`config.mk`:
```
export PLATFORM = sky130hd
export DESIGN_NAME = com_param_bank
export DESIGN_NICKNAME = d
export VERILOG_FILES = /design/src/rtl/com_param_bank.sv
export SDC_FILE = /design/constraint.sdc
export NUM_CORES = 2
export LEC_CHECK = 0
export CAP_MARGIN = 15
export CELL_PAD_IN_SITES_DETAIL_PLACEMENT = 1
export CELL_PAD_IN_SITES_GLOBAL_PLACEMENT = 1
export CORE_MARGIN = 2
export CORE_UTILIZATION = 35
export DETAILED_ROUTE_END_ITERATION = 7
export PLACE_DENSITY_LB_ADDON = 0.1
export SYNTH_ARGS = -nofsm -noshare
export SYNTH_HDL_FRONTEND = slang
export SYNTH_SLANG_ARGS = --single-unit
```
`constraint.sdc`:
```
create_clock -name clk -period 20.5 [get_ports clk]
set_input_delay 4.1 -clock clk [delete_from_list [all_inputs] [get_ports clk]]
set_output_delay 4.1 -clock clk [all_outputs]
set_load 0.01 [all_outputs]
```
`src/rtl/com_param_bank.sv`:
```
// Ring buffer of DEPTH fiducial-parameter records with addressed host reads.
// Latency: a record is stored on the hybd_done edge; a read answers one cycle after com_req.
// Backpressure: none. A read is always answered. A write when full drops the oldest record or is discarded, depending on OVERWRITE.
module com_param_bank #(
  parameter int PARAM_W           = 16,
  parameter int IN_W              = 16,
  parameter int SIGN_EXT          = 1,
  parameter int NUM_OF_PARAM      = 16,
  parameter int LOG2_NUM_OF_PARAM = 4,
  parameter int DEPTH             = 8,
  parameter int LOG2_DEPTH        = 3,
  parameter int OVERWRITE         = 1,
  parameter int OVF_W             = 8
) (
  input  logic                                    clk,
  input  logic                                    reset_n,
  input  logic                                    hybd_done,
  input  logic [NUM_OF_PARAM*IN_W-1:0]            param_i,
  input  logic                                    com_req,
  input  logic [LOG2_DEPTH+LOG2_NUM_OF_PARAM-1:0] addr_i,
  input  logic                                    com_pop,
  output logic                                    com_rdy,
  output logic [PARAM_W-1:0]                      data_o,
  output logic                                    com_err,
  output logic [LOG2_DEPTH:0]                     rec_cnt,
  output logic                                    full,
  output logic                                    empty,
  output logic [OVF_W-1:0]                        ovf_cnt
);

  localparam int REC_W = NUM_OF_PARAM * PARAM_W;
  localparam int CNT_W = LOG2_DEPTH + 1;
  localparam logic [CNT_W-1:0] CNT_FULL = CNT_W'(DEPTH);
  localparam logic [LOG2_NUM_OF_PARAM:0] LANE_LIM = (LOG2_NUM_OF_PARAM + 1)'(NUM_OF_PARAM);

  logic [REC_W-1:0]             mem [DEPTH];
  logic [REC_W-1:0]             rec_ext;
  logic [IN_W-1:0]              lane;
  logic [PARAM_W-1:0]           word;
  logic [LOG2_DEPTH-1:0]        wr_ptr;
  logic [LOG2_DEPTH-1:0]        rd_ptr;
  logic [CNT_W-1:0]             cnt_nxt;
  logic                         pop_ok;
  logic                         ovf_evt;
  logic                         do_wr;
  logic                         grow;
  logic                         rd_adv;
  logic [LOG2_DEPTH-1:0]        rd_off;
  logic [LOG2_NUM_OF_PARAM-1:0] rd_lane;
  logic [LOG2_DEPTH-1:0]        rd_slot;
  logic                         rd_vld;
  logic [PARAM_W-1:0]           rd_word;

  // Widen every input lane to the output word width (sign or zero fill)
  always_comb begin
    rec_ext = '0;
    lane    = '0;
    word    = '0;
    for (int k = 0; k < NUM_OF_PARAM; k++) begin
      lane             = param_i[k*IN_W +: IN_W];
      word             = '0;
      word[IN_W-1:0]   = lane;
      if (SIGN_EXT != 0 && lane[IN_W-1]) begin
        for (int b = IN_W; b < PARAM_W; b++) word[b] = 1'b1;
      end
      rec_ext[k*PARAM_W +: PARAM_W] = word;
    end
  end

  // A pop on a non-empty buffer frees a slot, so a simultaneous write never overflows
  assign pop_ok  = com_pop & ~empty;
  assign ovf_evt = hybd_done & full & ~pop_ok;
  assign do_wr   = hybd_done & ~(ovf_evt & (OVERWRITE == 0));
  assign grow    = do_wr & ~ovf_evt;
  assign rd_adv  = pop_ok | (ovf_evt & (OVERWRITE != 0));

  // Next occupancy: +1 on a net write, -1 on a net pop
  always_comb begin
    cnt_nxt = rec_cnt;
    if (grow && !pop_ok) begin
      cnt_nxt = rec_cnt + CNT_W'(1);
    end else if (pop_ok && !grow) begin
      cnt_nxt = rec_cnt - CNT_W'(1);
    end
  end

  // Read decode against the current (pre-edge) oldest pointer and occupancy
  assign rd_off  = addr_i[LOG2_DEPTH+LOG2_NUM_OF_PARAM-1:LOG2_NUM_OF_PARAM];
  assign rd_lane = addr_i[LOG2_NUM_OF_PARAM-1:0];
  assign rd_slot = rd_ptr + rd_off;
  assign rd_vld  = ({1'b0, rd_off} < rec_cnt) && ({1'b0, rd_lane} < LANE_LIM);
  assign rd_word = mem[rd_slot][int'(rd_lane)*PARAM_W +: PARAM_W];

  // Record storage; contents are never readable while empty so no reset is needed
  always_ff @(posedge clk) begin
    if (do_wr) mem[wr_ptr] <= rec_ext;
  end

  // Pointers, occupancy flags and saturating overflow counter
  always_ff @(posedge clk or negedge reset_n) begin
    if (!reset_n) begin
      wr_ptr  <= '0;
      rd_ptr  <= '0;
      rec_cnt <= '0;
      full    <= 1'b0;
      empty   <= 1'b1;
      ovf_cnt <= '0;
    end else begin
      if (do_wr)  wr_ptr <= wr_ptr + LOG2_DEPTH'(1);
      if (rd_adv) rd_ptr <= rd_ptr + LOG2_DEPTH'(1);
      rec_cnt <= cnt_nxt;
      full    <= (cnt_nxt == CNT_FULL);
      empty   <= (cnt_nxt == '0);
      if (ovf_evt && ovf_cnt != '1) ovf_cnt <= ovf_cnt + OVF_W'(1);
    end
  end

  // Registered read response; data and error hold while no request is answered
  always_ff @(posedge clk or negedge reset_n) begin
    if (!reset_n) begin
      com_rdy <= 1'b0;
      com_err <= 1'b0;
      data_o  <= '0;
    end else begin
      com_rdy <= com_req;
      if (com_req) begin
        com_err <= ~rd_vld;
        data_o  <= rd_vld ? rd_word : '0;
      end
    end
  end

endmodule

```
# Word level (Yosys, flattened, before mapping)
# Memories as Yosys holds them, arrays and structs flattened.
# Index checks and enable logic that the tools add are counted.
[totals]
reg_bits = 38
ramBits = 2048
output_inout_bits = 32
memories = 1
[op_classes]
add_sub_neg = 6
n_reduce_logical = 6
mux = 5
n_lt_le_gt_ge = 1
n_bitwise = 9
shift = 1
eq_ne = 2
[mem_list]
columns = ["memory", "depth", "word_bits", "read_ports", "rd_ports_with_merged_regs", "wr", "line_no", "text"]
rows = [
  ["mem", 8, 256, 1, 0, 1, "36", "logic [REC_W-1:0] mem [DEPTH];"],
]
[op_table]
columns = ["cell", "n"]
rows = [
  ["$shiftx 256x9->16", 1],
  ["$mux 16", 1],
  ["$add 8x1->8 const B", 1],
  ["$mux 4", 2],
  ["$ne 8x8->1 const B", 1],
  ["$add 3x1->3 const B", 2],
  ["$add 4x1->4 const B", 1],
  ["$and 1x1->1", 4],
  ["$eq 4x4->1 const B", 1],
  ["$logic_not 4->1", 1],
  ["$lt 3x4->1", 1],
  ["$not 1->1", 4],
  ["$sub 4x1->4 const B", 1],
  ["$add 3x3->3", 1],
  ["$logic_and 1x1->1", 3],
  ["$logic_not 1->1", 2],
  ["$mux 1", 2],
  ["$or 1x1->1", 1],
]

# Logic depth before layout (Yosys ltp)
[depth]
ltp_word = 11
depth_mapped = 15
mapped_depth_nobuf = 9

# Worst setup path before layout
# No wires, ideal clock.
[synth_timing]
path_type = "in2reg"
startpoint = "input hybd_done"
endpoint = "memory mem[2][0] in the netlist's numbering, enable pin"
required_ns = 19.314
path_buffers = 1
path_slack_ns = -2.443
setup_ns = 1.186
stages = 3
t_arrival_ns = 21.758
path_cell_list = "buf_1 > nand2_1 > nor3_1"
[synth_via]
elab_chain_cells = 2
[synth_rtl]
columns = ["item", "line_no", "text"]
rows = [
  ["start, declared", "17", "input logic hybd_done,"],
  ["$mux 1", "96", "if (do_wr) mem[wr_ptr] <= rec_ext;"],
  ["$mux 1 (implied by the code)", "96", ""],
  ["end, declared", "36", ""],
]
# Every way passes these cells.

# Final worst setup path
[layout_timing]
startpoint = "input addr_i[4]"
endpoint = "register data_o[3]"
[layout_via]
elab_chain_cells = 4
[layout_rtl]
columns = ["item", "line_no", "text"]
rows = [
  ["start, declared", "20", "input logic [LOG2_DEPTH+LOG2_NUM_OF_PARAM-1:0] addr_i,"],
  ["$add 3x3->3", "90", "assign rd_slot = rd_ptr + rd_off;"],
  ["$mem_v2 8x256", "-", ""],
  ["$shiftx 256x9->16", "92", "assign rd_word = mem[rd_slot][int'(rd_lane)*PARAM_W +: PARAM_W];"],
  ["$mux 16 *", "128", "data_o <= rd_vld ? rd_word : '0;"],
  ["end signal, assigned", "128", ""],
  ["end, declared", "23", "output logic [PARAM_W-1:0] data_o,"],
]
# Every way passes the cells marked *; elsewhere a longest branch is shown, timed or not.
# A chain may end at the register's enable or synchronous reset.

==> results.tsv <==
metric	value	unit
worstHoldStart	ovf_cnt[6]	
cts_hold_buf	0	
grt.overflow.total	0	
multi_input_area	16400	um2
r2r_end	data_o[3]	
cp-end-kind	register	
firstDrtPassIters	5	
cpLargestDelayFamily	buffers and inverters	
fin_crit	10.01	ns
cap_viol_max_count	0	
cp_cell_sequence	clkdlybuf4s50_1 > ha_4 > inv_1 > fa_4 > buf_4 > buf_4 > buf_4 > buf_4 > mux4_2 > nand2_1 > a21oi_1 > a2111oi_0 > buf_4 > a221o_1 > o31ai_1	
port_buffers	299	
cts_buffers	227	
grt_busiest_layer	met2	
fin_crit_sh	48.8	%
status	complete, no violations	
rows	175	
ant_nets	0	
drt-wirelength-per-cell	31.3	um
hpwl	131	mm
final_cell_area	93800	um2
core	227000	um2
die_w	481	um
grt_pass1_wl	320	mm
worstRegToRegCells	14	
io-pin-count	300	
vias	37711	
htreeDepth	4	
path_class	primary input to register	
r2r_slack	13.85	ns
grtUsageMet2	31.9	%
ys_seq_area_share	78.4	%
synth.most_common_cell	edfxtp_1	
register_area	62500	um2
p_leak	29.5	nW
clk_pin_slew	0.06	ns
ys.flop_type	edfxtp_1	
path_max_fanout	59	
syn_avg_cell_area	22.8	um2
synth_cells	3487	
place_ws	9.46	ns
die_area	231000	um2
setup_slack	10.49	ns
cts_resized	0	
synth_edf_count	2048	
final_nets	4214	
ir_worst_vdd	122	uV
synthDistinctLibCells	53	
rsz0062_at_grt	no	
drc	0	
power	14.0	mW
grt_max_degree	114	
fmax	0.0999	GHz
grt_pass1_vias	41015	
synth_nets	3764	
crit_required	21.21	ns
setup_tns	0	ns
grtUsageMet1	26.3	%
r2r_start	rd_ptr[0]	
synth_top_cell_area_share	77.2	%
hold_path.class	register to register	
ys_seq_elements	2086	
antenna_found_initial	85	
ys_top_cells_by_count	2,048 x edfxtp_1, 578 x mux4_2, 291 x nand2_1	
hold_depth	1	
async_flop_share	1.82	%
yosysWarnings	0	
wl	224	mm
syn2layout_area_growth	17.8	%
worst_slew_pin_slew	1.14	ns
setup_viol	0	
hold-path-endpoint	ovf_cnt[6]	
post_cts_buffers	0	
slowest_delay	1.30	ns
clockBufferDepth	3	
cts_tree	yes	
met3_usage	4.26	%
root_buffer	clkbuf_16	
cp.arrival	10.72	ns
vias_per_cell	5.26	
yosys-top-cells-area	edfxtp_1 77%, mux4_2 16%, nand2_1 1.4%	
grt.total_usage	19.5	%
clock_latency	0.86	ns
crit_path_frequent_cell	buf_4	
relSlewSlack	22.1	%
worst-path-buf-inv	7	
hold_viol	0	
synth_area	79700	um2
drv_slew	0	
fillCellCount	21081	
placed_area	86500	um2
critPathSlowestCell	fa_4	
synth.largest_area_cell	edfxtp_1	
power.density	149	nW/um2
cts.sinks	2086	
skew	0.0372	ns
drive_above_1_share	25.3	%
drt-initial-drc-count	3053	
dieHeight	481	um
start_util	35.1	%
startpoint_type	primary input	
place_congestion	0.723	
## final cells by class
| class | count | area share (%) |
|---|---|---|
| diodes | 27 | 0.0720 |
| inverters | 16 | 0.0640 |
| well taps | 3009 | 4.01 |
| flip-flops and latches | 2086 | 66.5 |
| clock buffers | 284 | 6.47 |
| multi-input cells | 1204 | 17.5 |
| repair buffers | 402 | 4.04 |
| clock inverters | 136 | 1.29 |
## power breakdown
| group | internal [mW] | switching, mW |
|---|---|---|
| Sequential | 5.35 | 0.150 |
| Combinational | 1.90 | 2.56 |
| Clock | 2.32 | 1.69 |
## worst register-to-register path, delay by kind of cell (launching register included)
kind            cells  cell delay (ns)
mux                 1             0.43
fa+ha+maj           2             1.44
simple gates        1             0.09
compound gates      4             0.67
flops               1             0.42
buf+inv             6             3.47
## state kept, by name, indices dropped and copies added (netlist names)
register	cells
data_o	16
full	1
com_err	1
wr_ptr	3
com_rdy	1
rd_ptr	3
empty	1
ovf_cnt	8
rec_cnt	4
mem	2048
## layer usage
layer	share of wire, %	vias to the layer above	wire length (um)
met2	49	800	110000
li1	-	15699	-
met1	42	20766	94900
met4	2.7	64	6040
met3	5.9	382	13300
met5	0.17	-	377
## how the worst max path moves through the flow
stage               cells after the start  slack (ns)         to      start
floorplan                               3        4.44  mem[7][0]  hybd_done
global placement                       14        9.49  data_o[2]  addr_i[4]
finish                                 15       10.49  data_o[3]  addr_i[4]
CTS                                    14       10.41  data_o[2]  addr_i[4]
detailed placement                     14        9.46  data_o[2]  addr_i[4]
global route                           14       10.18  data_o[2]  addr_i[4]
## layout by cell type, fill, tap and decap left out, drive strengths merged, types with 5 or more instances in the layout
cell type / netlist / layout
nand2b: 14 / 14
xor2: 6 / 6
inv: 15 / 23
xnor2: 8 / 8
mux4: 578 / 578
bufinv: 0 / 19
a311oi: 7 / 7
edfxtp: 2048 / 2048
clkinvlp: 0 / 6
nand2: 291 / 291
dfrtp: 37 / 37
buf: 101 / 107
clkinv: 1 / 104
a31oi: 6 / 6
nand4: 21 / 21
and3: 5 / 5
o21ai: 7 / 7
nor3: 9 / 9
nand3: 62 / 62
clkdlybuf4s50: 0 / 295
a22oi: 10 / 10
o32ai: 6 / 6
a2111oi: 18 / 18
nor2: 34 / 34
or3: 6 / 6
clkbuf: 80 / 284
a21oi: 61 / 61
ha: 8 / 8
diode: 0 / 27
a221o: 6 / 6
## logic make-up (layout without fill, tap and decap cells)
logic type               Yosys count  count (layout)  share of synthesized area [%]
AO/OA/AOI/OAI                    142             142                           1.20
XOR/XNOR                          16              16                          0.212
adder cells (fa/ha/maj)            9               9                          0.151
buffers and inverters            197             838                           1.17
flip-flops                      2086            2086                           78.4
multiplexers                     585             585                           16.4
other                              0              27                              0
AND/OR/NAND/NOR                  452             452                           2.42
## per-stage QoR
stage | util, % | instances | hold WS, ns
finish | 41.4 | 7164 | 0.509
global route | 41.4 | 7145 | 0.532
CTS | 41.3 | 7137 | 0.515
detailed placement | 38.1 | 6717 | 0.502
global placement | 38.1 | 6714 | 0.494
floorplan | - | 3487 | 0.469
No activity file was read; power rests on OpenSTA's default activity.
